`src/rtl/uart_pkt_pkg.sv`:
```
// Shared types and helpers for the UART TX packet arbiter.
//   PKT_BYTES / DATA_W / ADDR_W : packet geometry (5 bytes carrying 25-bit data + 12-bit addr)
//   state_t                     : arbiter FSM encoding
//   pack_result()               : builds the 40-bit shift buffer, b0 in the MSBs
package uart_pkt_pkg;

    localparam int PKT_BYTES = 5;
    localparam int DATA_W    = 25;
    localparam int ADDR_W    = 12;
    localparam int PKT_W     = PKT_BYTES * 8;

    typedef enum logic [1:0] {
        IDLE = 2'd0,
        SEND = 2'd1,
        GAP  = 2'd2
    } state_t;

    // b0={000,data[24:20]} b1=data[19:12] b2=data[11:4] b3={data[3:0],addr[11:8]} b4=addr[7:0]
    // falls straight out of a plain concatenation.
    function automatic logic [PKT_W-1:0] pack_result(input logic [DATA_W-1:0] data,
                                                     input logic [ADDR_W-1:0] addr);
        return {3'b000, data, addr};
    endfunction

endpackage

```
`src/rtl/rr_arbiter.sv`:
```
// Combinational round-robin picker.
//   i_req   : request vector
//   i_ptr   : highest-priority index for this pick
//   o_grant : one-hot grant (all zero when no request)
//   o_idx   : index of the granted bit
//   o_any   : at least one request present
// The pointer register lives in the parent so it only moves on an accepted grant.
module rr_arbiter #(
    parameter int NUM_REQ = 4
) (
    input  logic [NUM_REQ-1:0] i_req,
    input  logic [2:0]         i_ptr,
    output logic [NUM_REQ-1:0] o_grant,
    output logic [2:0]         o_idx,
    output logic               o_any
);

    logic w_found;

    // Pass one searches ptr..NUM_REQ-1; pass two wraps to 0..ptr-1. Any request at or
    // above ptr is already taken by pass one, so pass two only ever lands below ptr.
    always_comb begin
        w_found = 1'b0;
        o_grant = '0;
        o_idx   = 3'd0;
        for (int j = 0; j < NUM_REQ; j++) begin
            if (!w_found && (j >= int'(i_ptr)) && i_req[j]) begin
                w_found    = 1'b1;
                o_grant[j] = 1'b1;
                o_idx      = 3'(j);
            end
        end
        for (int j = 0; j < NUM_REQ; j++) begin
            if (!w_found && i_req[j]) begin
                w_found    = 1'b1;
                o_grant[j] = 1'b1;
                o_idx      = 3'(j);
            end
        end
        o_any = w_found;
    end

endmodule

```
`src/rtl/uart_tx_pkt_arbiter.sv`:
```
// Shares the UART TX FIFO write port among NUM_REQ result producers, granting
// round-robin and serialising each 37-bit result into a 5-byte packet.
//   clk, rst              : clock, synchronous active-high reset
//   req_valid/data/addr   : per-requester result offer (held until req_ack)
//   req_ack               : one-cycle pulse, requester's result latched
//   almost_full, full     : TX FIFO status
//   wr_en, din            : TX FIFO write port
//   busy                  : grant through last byte written
//   grant_id              : current or last granted requester
//
// state | meaning
// IDLE  | waiting for a request; grants one per visit
// SEND  | shifting out the 5 packet bytes, stalls on almost_full/full
// GAP   | forced idle between packets (GAP_CYCLES > 0 only)
module uart_tx_pkt_arbiter
    import uart_pkt_pkg::*;
#(
    parameter int NUM_REQ    = 4,
    parameter int GAP_CYCLES = 0
) (
    input  logic                      clk,
    input  logic                      rst,
    input  logic [NUM_REQ-1:0]        req_valid,
    input  logic [NUM_REQ*DATA_W-1:0] req_data,
    input  logic [NUM_REQ*ADDR_W-1:0] req_addr,
    output logic [NUM_REQ-1:0]        req_ack,
    input  logic                      almost_full,
    input  logic                      full,
    output logic                      wr_en,
    output logic [7:0]                din,
    output logic                      busy,
    output logic [2:0]                grant_id
);

    state_t             r_state, w_state_nxt;
    logic [PKT_W-1:0]   r_buf, w_buf_nxt;
    logic [2:0]         r_byte_cnt, w_byte_cnt_nxt;
    logic [3:0]         r_gap_cnt, w_gap_cnt_nxt;
    logic [2:0]         r_rr_ptr, w_rr_ptr_nxt;
    logic [2:0]         r_grant_id, w_grant_id_nxt;
    logic               r_busy, w_busy_nxt;
    logic               r_wr_en, w_wr_en_nxt;
    logic [7:0]         r_din, w_din_nxt;
    logic [NUM_REQ-1:0] r_req_ack, w_req_ack_nxt;

    logic [NUM_REQ-1:0] w_grant;
    logic [2:0]         w_idx;
    logic               w_any;
    logic [DATA_W-1:0]  w_sel_data;
    logic [ADDR_W-1:0]  w_sel_addr;

    rr_arbiter #(.NUM_REQ(NUM_REQ)) u_rr (
        .i_req   (req_valid),
        .i_ptr   (r_rr_ptr),
        .o_grant (w_grant),
        .o_idx   (w_idx),
        .o_any   (w_any)
    );

    // One-hot mux keeps every part-select index constant.
    always_comb begin
        w_sel_data = '0;
        w_sel_addr = '0;
        for (int i = 0; i < NUM_REQ; i++) begin
            if (w_grant[i]) begin
                w_sel_data = req_data[i*DATA_W +: DATA_W];
                w_sel_addr = req_addr[i*ADDR_W +: ADDR_W];
            end
        end
    end

    always_comb begin
        w_state_nxt    = r_state;
        w_buf_nxt      = r_buf;
        w_byte_cnt_nxt = r_byte_cnt;
        w_gap_cnt_nxt  = r_gap_cnt;
        w_rr_ptr_nxt   = r_rr_ptr;
        w_grant_id_nxt = r_grant_id;
        w_busy_nxt     = r_busy;
        w_wr_en_nxt    = 1'b0;
        w_din_nxt      = r_din;
        w_req_ack_nxt  = '0;
        case (r_state)
            IDLE: begin
                if (w_any) begin
                    w_buf_nxt      = pack_result(w_sel_data, w_sel_addr);
                    w_req_ack_nxt  = w_grant;
                    w_grant_id_nxt = w_idx;
                    w_busy_nxt     = 1'b1;
                    w_rr_ptr_nxt   = (w_idx == 3'(NUM_REQ-1)) ? 3'd0 : w_idx + 3'd1;
                    w_state_nxt    = SEND;
                end
            end
            SEND: begin
                // Gating on almost_full absorbs the one-cycle lag of the registered wr_en.
                if (!almost_full && !full) begin
                    w_wr_en_nxt = 1'b1;
                    w_din_nxt   = r_buf[PKT_W-1 -: 8];
                    w_buf_nxt   = {r_buf[PKT_W-9:0], 8'h00};
                    if (r_byte_cnt == 3'(PKT_BYTES-1)) begin
                        w_byte_cnt_nxt = 3'd0;
                        w_busy_nxt     = 1'b0;
                        if (GAP_CYCLES > 0) begin
                            w_gap_cnt_nxt = 4'(GAP_CYCLES-1);
                            w_state_nxt   = GAP;
                        end else begin
                            w_state_nxt = IDLE;
                        end
                    end else begin
                        w_byte_cnt_nxt = r_byte_cnt + 3'd1;
                    end
                end
            end
            GAP: begin
                if (r_gap_cnt == 4'd0) begin
                    w_state_nxt = IDLE;
                end else begin
                    w_gap_cnt_nxt = r_gap_cnt - 4'd1;
                end
            end
            default: w_state_nxt = IDLE;
        endcase
    end

    always_ff @(posedge clk) begin
        if (rst) begin
            r_state    <= IDLE;
            r_buf      <= '0;
            r_byte_cnt <= 3'd0;
            r_gap_cnt  <= 4'd0;
            r_rr_ptr   <= 3'd0;
            r_grant_id <= 3'd0;
            r_busy     <= 1'b0;
            r_wr_en    <= 1'b0;
            r_din      <= 8'h00;
            r_req_ack  <= '0;
        end else begin
            r_state    <= w_state_nxt;
            r_buf      <= w_buf_nxt;
            r_byte_cnt <= w_byte_cnt_nxt;
            r_gap_cnt  <= w_gap_cnt_nxt;
            r_rr_ptr   <= w_rr_ptr_nxt;
            r_grant_id <= w_grant_id_nxt;
            r_busy     <= w_busy_nxt;
            r_wr_en    <= w_wr_en_nxt;
            r_din      <= w_din_nxt;
            r_req_ack  <= w_req_ack_nxt;
        end
    end

    assign req_ack  = r_req_ack;
    assign wr_en    = r_wr_en;
    assign din      = r_din;
    assign busy     = r_busy;
    assign grant_id = r_grant_id;

endmodule

```
`config.mk`:
```
export PLATFORM = sky130hd
export DESIGN_NAME = uart_tx_pkt_arbiter
export DESIGN_NICKNAME = d
export VERILOG_FILES = /design/src/rtl/uart_pkt_pkg.sv /design/src/rtl/rr_arbiter.sv /design/src/rtl/uart_tx_pkt_arbiter.sv
export SDC_FILE = /design/constraint.sdc
export NUM_CORES = 1
export LEC_CHECK = 0
export CAP_MARGIN = 5
export CELL_PAD_IN_SITES_DETAIL_PLACEMENT = 0
export CELL_PAD_IN_SITES_GLOBAL_PLACEMENT = 1
export CORE_MARGIN = 4
export CORE_UTILIZATION = 30
export CTS_BUF_LIST = sky130_fd_sc_hd__clkbuf_8 sky130_fd_sc_hd__clkbuf_16
export CTS_CLUSTER_SIZE = 40
export DETAILED_ROUTE_END_ITERATION = 8
export GPL_TIMING_DRIVEN = 0
export PLACE_DENSITY = 0.77
export SYNTH_ARGS = -nofsm -noshare
export SYNTH_HDL_FRONTEND = slang
export SYNTH_SLANG_ARGS = --single-unit
export TNS_END_PERCENT = 100
```
`constraint.sdc`:
```
create_clock -name clk -period 2.3 [get_ports clk]
set_input_delay 0.46 -clock clk [delete_from_list [all_inputs] [get_ports clk]]
set_output_delay 0.46 -clock clk [all_outputs]
set_load 0.1 [all_outputs]
```
==> impl_metrics.yaml <==
sta:
  fmax_mhz: 441
  rsz0062_at_grt: "false"
  hold_viol: 0
  fin_crit_ps: 2270
  skew_ps: 7.14
  setup_viol: 0
  tightest_slew_ps: 1000
  period_share_pct: 98.6
  fin_ws_ps: 33.3
  maxSlewHeadroom_pct: 33.4
  slew_violations: 0
layout:
  area_growth_pct: 57.5
  fin_nets: 840
  antenna_cells: 0
  fin_area_mm2: 0.00625
  drive_gt1_share_pct: 8.45
  fillCellCount: 1316
hold_path:
  hold_class: "register to register"
  min_to: "din[5]$_SDFFE_PP0P_"
  holdPathStages: 2
  min-delay-start: "din[5]$_SDFFE_PP0P_"
global_route:
  antenna_found_initial: 0
  grt_max_degree: 12
  globalRouteMet3Util_pct: 4.16
  met2_usage_pct: 37.7
  grt_pass1_wl_um: 27400
  busiest_layer: "met2"
  grt.total_usage_pct: 23.4
  first_global_vias: 5020
  overflow: 0
  use_met1_pct: 31.4
cts:
  ctsHoldBuffers: 0
  cts_made_buffers: 9
  clk_pin_slew_ps: 60
  cts_buffer_depth: 2
  cts_sinks: 61
  root_buffer: "clkbuf_16"
  cts_max_level: 3
  cts_tree: "done"
  clock_latency_ps: 330
critical_path:
  path_max_fanout: 2
  start_kind: "register"
  crit_path_max_incr_delay_ps: 1140
  cpMaxStageDelayCell: "clkdlybuf4s50_1"
  required_ps: 1840
  r2r-end: "r_buf[20]$_SDFFE_PP0P_"
  worstPathArrival_ps: 1810
  cp_top_family: "buffers and inverters"
  crit_type: "register to output port"
  worstSetupEndpointType: "output port"
  cp_num_cells: 1
  reg2reg_depth: 7
  reg2reg_from: "r_rr_ptr[0]$_SDFFE_PP0P_"
  crit_chain: "clkdlybuf4s50_1"
  cp_num_buf_inv: 1
  worst-r2r-setup-slack_ps: 270
yosys:
  synthTopCellsByArea: "dfxtp_1 31%, a221oi_1 11%, a41o_1 9.6%"
  syn_area_mm2: 0.00397
  yosys.area.top_type_share_pct: 30.8
  ys_seq_elements: 61
  ys_seq_area_share_pct: 30.8
  synth.avg_cell_area_um2: 7.94
  synthFlopType: "dfxtp_1"
  netlist_instances: 500
  synth_fp_nets: 659
  async_flop_share_pct: 0
  synth_edf_count: 0
  synth_warnings: 0
  yosysTopAreaCell: "dfxtp_1"
  yosysUniqueCellTypes: 38
detailed_routing:
  antenna_left: 0
  via_per_inst: 5.85
  vias: 5021
  dr.first_iter.drc_count: 323
  drt_wl_total_um: 17800
  dr.pass1.iters: 7
  drc_errors: 0
  wl_per_cell_um: 20.8
run:
  drv_cap: 0
placed_design:
  dpl-instance-area_mm2: 0.00587
  hpwl_um: 13800
  port_buffers: 168
  pre_cts_slack_ps: -736
  gp_congestion: 0.906
power_and_ir_drop:
  ir_worst_vdd_uv: 333
  power_switching_share_pct: 32.6
  p_per_area_mw_per_mm2: 658
  p_int_mw: 2.77
  clock_power_share_pct: 37.0
  seq_power_share_pct: 32.4
  switchingPower_mw: 1.34
  leakage_nw: 2.33
  pwr-share-comb_pct: 30.6
die:
  dieWidth_um: 123
  die_area_mm2: 0.0151
  die_h_um: 123
  core_area_mm2: 0.0128
  initial_core_util_pct: 31.1
  io_pins: 173
  num_rows: 41
status:
  status: "completed"
-- Yosys cell counts (3+ instances only) --
cell type	count
buf_4	5
o211ai_1	37
nand2_1	43
ha_1	3
o21ai_0	37
dfxtp_1	61
o21ai_1	18
a221oi_1	52
a22oi_1	30
nor2_1	26
inv_1	5
a21oi_1	39
clkbuf_1	44
nor2b_1	3
buf_2	13
o22ai_1	16
buf_6	3
a41o_1	38
nand3_1	6
-- worst max-delay path by stage --
stage	startpoint	endpoint	slack, ps
2_1_floorplan	busy$_SDFFE_PP0P_	r_byte_cnt[0]$_SDFFE_PP0P_	300
3_3_place_gp	req_valid[0]	r_rr_ptr[0]$_SDFFE_PP0P_	-650
3_5_place_dp	req_valid[0]	r_rr_ptr[0]$_SDFFE_PP0P_	-740
4_1_cts	full	r_byte_cnt[0]$_SDFFE_PP0P_	4
5_1_grt	din[2]$_SDFFE_PP0P_	din[2]	1
6_report	din[1]$_SDFFE_PP0P_	din[1]	30
-- cell type report --
| type | count | area (µm²) | share of cell area [%] |
|---|---|---|---|
| buffer | 66 | 323 | 5.16 |
| clock buffer | 11 | 253 | 4.04 |
| clock inverter | 5 | 81.3 | 1.30 |
| inverter | 5 | 18.8 | 0.300 |
| multi-input combinational | 368 | 2440 | 39.0 |
| sequential | 61 | 1220 | 19.6 |
| tap | 172 | 215 | 3.44 |
| timing repair buffer | 170 | 1700 | 27.2 |
-- what timing repair did --
action / CTS / global route
setup buffers: 2 / 0
pin swaps: 1 / 0
resized for setup: 13 / 12
endpoints found under the hold margin: 0 / 0
setup endpoints to repair: 51 / 29
-- placed cells by master (no fill, tap or decap), types with 3 or more instances in the layout --
cell type        count
clkdlybuf4s50_1    163
dfxtp_1             60
a221oi_1            52
nand2_1             43
a21oi_1             39
a41o_1              38
o211ai_1            37
o21ai_0             36
clkbuf_1            35
a22oi_1             29
nor2_1              25
o21ai_1             19
o22ai_1             16
buf_2               13
clkbuf_16            9
buf_4                8
clkbuf_2             8
inv_1                5
nand3_1              5
nor2b_1              3
buf_6                3
ha_1                 3
dlygate4sd2_1        3
-- flip-flops by register name, summed over array words and instances, names as in the netlist --
register,flops
grant_id,2
r_rr_ptr,2
busy,1
r_buf,40
req_ack,4
wr_en,1
r_byte_cnt,3
din,8
-- metrics by stage --
stage | hold slack, ps | utilization, % | power [mW] | TNS [ps] | instances
finish | 457 | 48.9 | 4.11 | 0 | 858
global route | 470 | 48.9 | 4.31 | 0 | 858
CTS | 455 | 48.8 | 4.12 | 0 | 858
detailed placement | 452 | 45.9 | 2.59 | -22960 | 840
global placement | 437 | 45.9 | 2.58 | -20770 | 840
floorplan | 432 | - | 2.01 | 0 | 500
-- worst min-delay path, cell delays in order (launching register included) --
cell and delay, ps:
dfxtp_1 310, nand2_1 50, a21oi_1 50
-- metal layers --
layer,wire [µm],share of wire (%)
met1,7610,43
met3,1350,7.6
met5,0,0
met2,8320,47
met4,532,3.0
-- power groups by stage --
stage / logic, mW / registers [mW] / clock network, mW
after floorplan: 0.650 / 1.36 / 0
after global placement: 1.23 / 1.35 / 0
after detailed placement: 1.24 / 1.35 / 0
after CTS: 1.25 / 1.33 / 1.54
after global routing: 1.37 / 1.34 / 1.60
final: 1.26 / 1.33 / 1.52
-- kinds of logic (layout without fill, tap and decap cells) --
group / Yosys count / after routing / share of synthesized area, %
other: 1 / 1 / 0.0945
and+or+nand+nor: 88 / 88 / 10.1
buffers and inverters: 71 / 257 / 8.20
AOI/OAI and AO/OA: 276 / 276 / 49.9
adders and majority gates: 3 / 3 / 0.946
DFF: 61 / 61 / 30.8
No activity file was read; power rests on OpenSTA's default activity.
==> edit, RTL diff (config.mk and constraints unchanged) <==
`NUM_REQ` is set to 4 in 2 places; all go to 8.
--- a/src/rtl/rr_arbiter.sv
+++ b/src/rtl/rr_arbiter.sv
@@ -8,3 +8,3 @@
 module rr_arbiter #(
-    parameter int NUM_REQ = 4
+    parameter int NUM_REQ = 8
 ) (
--- a/src/rtl/uart_tx_pkt_arbiter.sv
+++ b/src/rtl/uart_tx_pkt_arbiter.sv
@@ -17,3 +17,3 @@
 #(
-    parameter int NUM_REQ    = 4,
+    parameter int NUM_REQ    = 8,
     parameter int GAP_CYCLES = 0
Interface: changed (resized req_ack, req_addr, req_data and req_valid); port bits go from 173 to 329. No check against the original RTL was run, so the function may have changed too.
==> edit against the original RTL <==
  * Worst setup slack worse by 420 ps
  * Routed wire length increased by 96%
  * The flow now finishes with violations (setup timing)
  * Fmax is 16% lower
  * Sequential share of layout area shrank 7.8 points
  * Synthesized cell count up 53%
  * Clock skew increased by 2.8 ps
  * Utilization is 9.3 points higher
  * Count of clock-buffer cells in the layout shrank 2
  * Design area increased by 83%
  * Area after synthesis rose by 52%
  * Combinational power increased by 87%
  * Sequential cell count is 6 higher
  * Global-route usage increased by 6.0 points
  * Total power increased by 24%
==> edit: results (changes against the original RTL) <==
Status = finished, violations left
Failing checks = setup timing
HP Class = flip-flop to flip-flop
Share of flip-flops with an asynchronous set or reset = 0% (unchanged)
Fill count = 1,814 (+38%)
H-tree depth = 3 (unchanged)
Layout net count = 1,460 (+74%)
Vias per Instance = 5.92 (+1.1%)
Post-synth top flop = dfxtp_1
Max stage delay on crit path = 330 ps (-810 ps)
Reg2reg start = r_rr_ptr[1]$_SDFFE_PP0P_
Seq/Total Area, Yosys = 22.2% (-8.5 points)
Peak VDD IR = 0.318 mV (-4.4%)
Critical Path AT = 2950 ps (+1140 ps)
Worst slack, placed = -1530 ps (-798 ps)
Largest net degree at the start of global routing = 12 (unchanged)
Pre-Repair DR Iteration Count = 6 (-1)
Synth area leaders = dfxtp_1, a22oi_1, a22o_1
Final setup viols = 40 (+40)
Dpl hpwl = 27.1 mm (+97%)
Max-slew headroom = 32.3% (-1.1 points)
I/O Buffers = 324 (+93%)
Share of cells above drive strength 1 = 24.2% (+16 points)
Distinct cell type count after synthesis = 65 (+71%)
CP Launch Point = r_rr_ptr[1]$_SDFFE_PP0P_
RD Place Congestion = 0.892 (-1.5%)
GRT Resource Usage Total = 29.4% (+6.0 points)
Register with the most flip-flops = r_buf
Clock skew = 9.91 ps (+2.76 ps)
Worst path slowest cell = dfxtp_2
CTS root buf = clkbuf_16
DRT iter0 DRCs = 833 (+160%)
Total Wirelength = 34.8 mm (+96%)
Post-Syn Nets = 1,077 (+63%)
P_leak = 0.00418 uW (+80%)
Vias in the first global route = 8,406 (+67%)
Register clock-pin slew on the reported worst setup and hold paths = 60 ps (about the same)
Final Worst Setup Slack = -387 ps (-421 ps)
Top cells by count, synth = a22oi_1, dfxtp_1, nand2_1
Worst-path fanout max = 10 (+8)
Max reg flops = 40 (unchanged)
First-pass GRT wire length = 50.3 mm (+84%)
## edit: cell count changes in the layout (fill, tap and decap cells not counted), moves of 28 or more
cell and delta:
clkdlybuf4s50_1 +144, a221oi_1 -50, a41o_1 -38, a22o_1 +35, a22oi_1 +35, nand3_1 +34
a211o_1 +29, a222oi_1 +28
## edit: through the flow
| stage | std cells | cell area (sq um) | TNS (ps) |
|---|---|---|---|
| 3_3_place_gp | 1354 | 9800 | -60060 |
| 2_1_floorplan | 765 | 6220 | -1130 |
| 4_1_cts | 1410 | 11200 | -8150 |
| 5_1_grt | 1418 | 11400 | -13530 |
| 6_report | 1419 | 11400 | -9730 |
| 3_5_place_dp | 1354 | 9800 | -61390 |
## edit: layout make-up
class / count / area share [%]
antenna: 1 / 0.0219
clock inverter: 7 / 0.745
clock buffer: 9 / 1.97
buffer: 83 / 5.15
multi-input combinational: 605 / 43.8
inverter: 7 / 0.263
timing repair buffer: 375 / 33.4
tap: 265 / 2.90
sequential: 67 / 11.8
## edit: cells by family after synthesis
| family | share of synthesized area (%) |
|---|---|
| simple gates | 20.7 |
| flops | 22.2 |
| fa+ha+maj | 0.830 |
| compound gates | 48.6 |
| buf+inv | 7.65 |
## edit: power breakdown
part | switching [uW] | internal [uW]
registers | 60.7 | 1250
clock network | 520 | 937
logic | 1180 | 1170
total | 1760 | 3360
## edit: final timing paths
kind	to	slack (ps)	depth (start not counted)
worst max-delay path	r_rr_ptr[0]$_SDFFE_PP0P_	-390	14
worst min-delay path	din[5]$_SDFFE_PP0P_	450	2
worst max register to register	r_rr_ptr[0]$_SDFFE_PP0P_	-390	14
worst min register to register	din[5]$_SDFFE_PP0P_	450	2
## edit: what timing repair did
| item | CTS | global route |
|---|---|---|
| gates resized for setup | 166 | 52 |
| hold endpoints to repair | 0 | 0 |
| gates cloned | 5 | 0 |
| hold buffers | 0 | 0 |
| pin swaps | 70 | 21 |
| setup buffers | 36 | 12 |
| endpoints found under the setup margin | 71 | 56 |
## edit: critical path, delay by kind of cell, from the launching register on
family | cells | cell delay (ps)
simple gates | 4 | 660
compound gates | 3 | 550
buf+inv | 5 | 710
flops | 1 | 330
fa+ha+maj | 2 | 370
## edit: routing by layer
metal,vias to the layer above,share of wire [%],global-route usage (%)
li1,3912,-,-
met1,4014,42,39.6
met3,47,8.1,4.94
met2,421,47,48.1
met5,-,0,0
met4,0,2.4,8.78
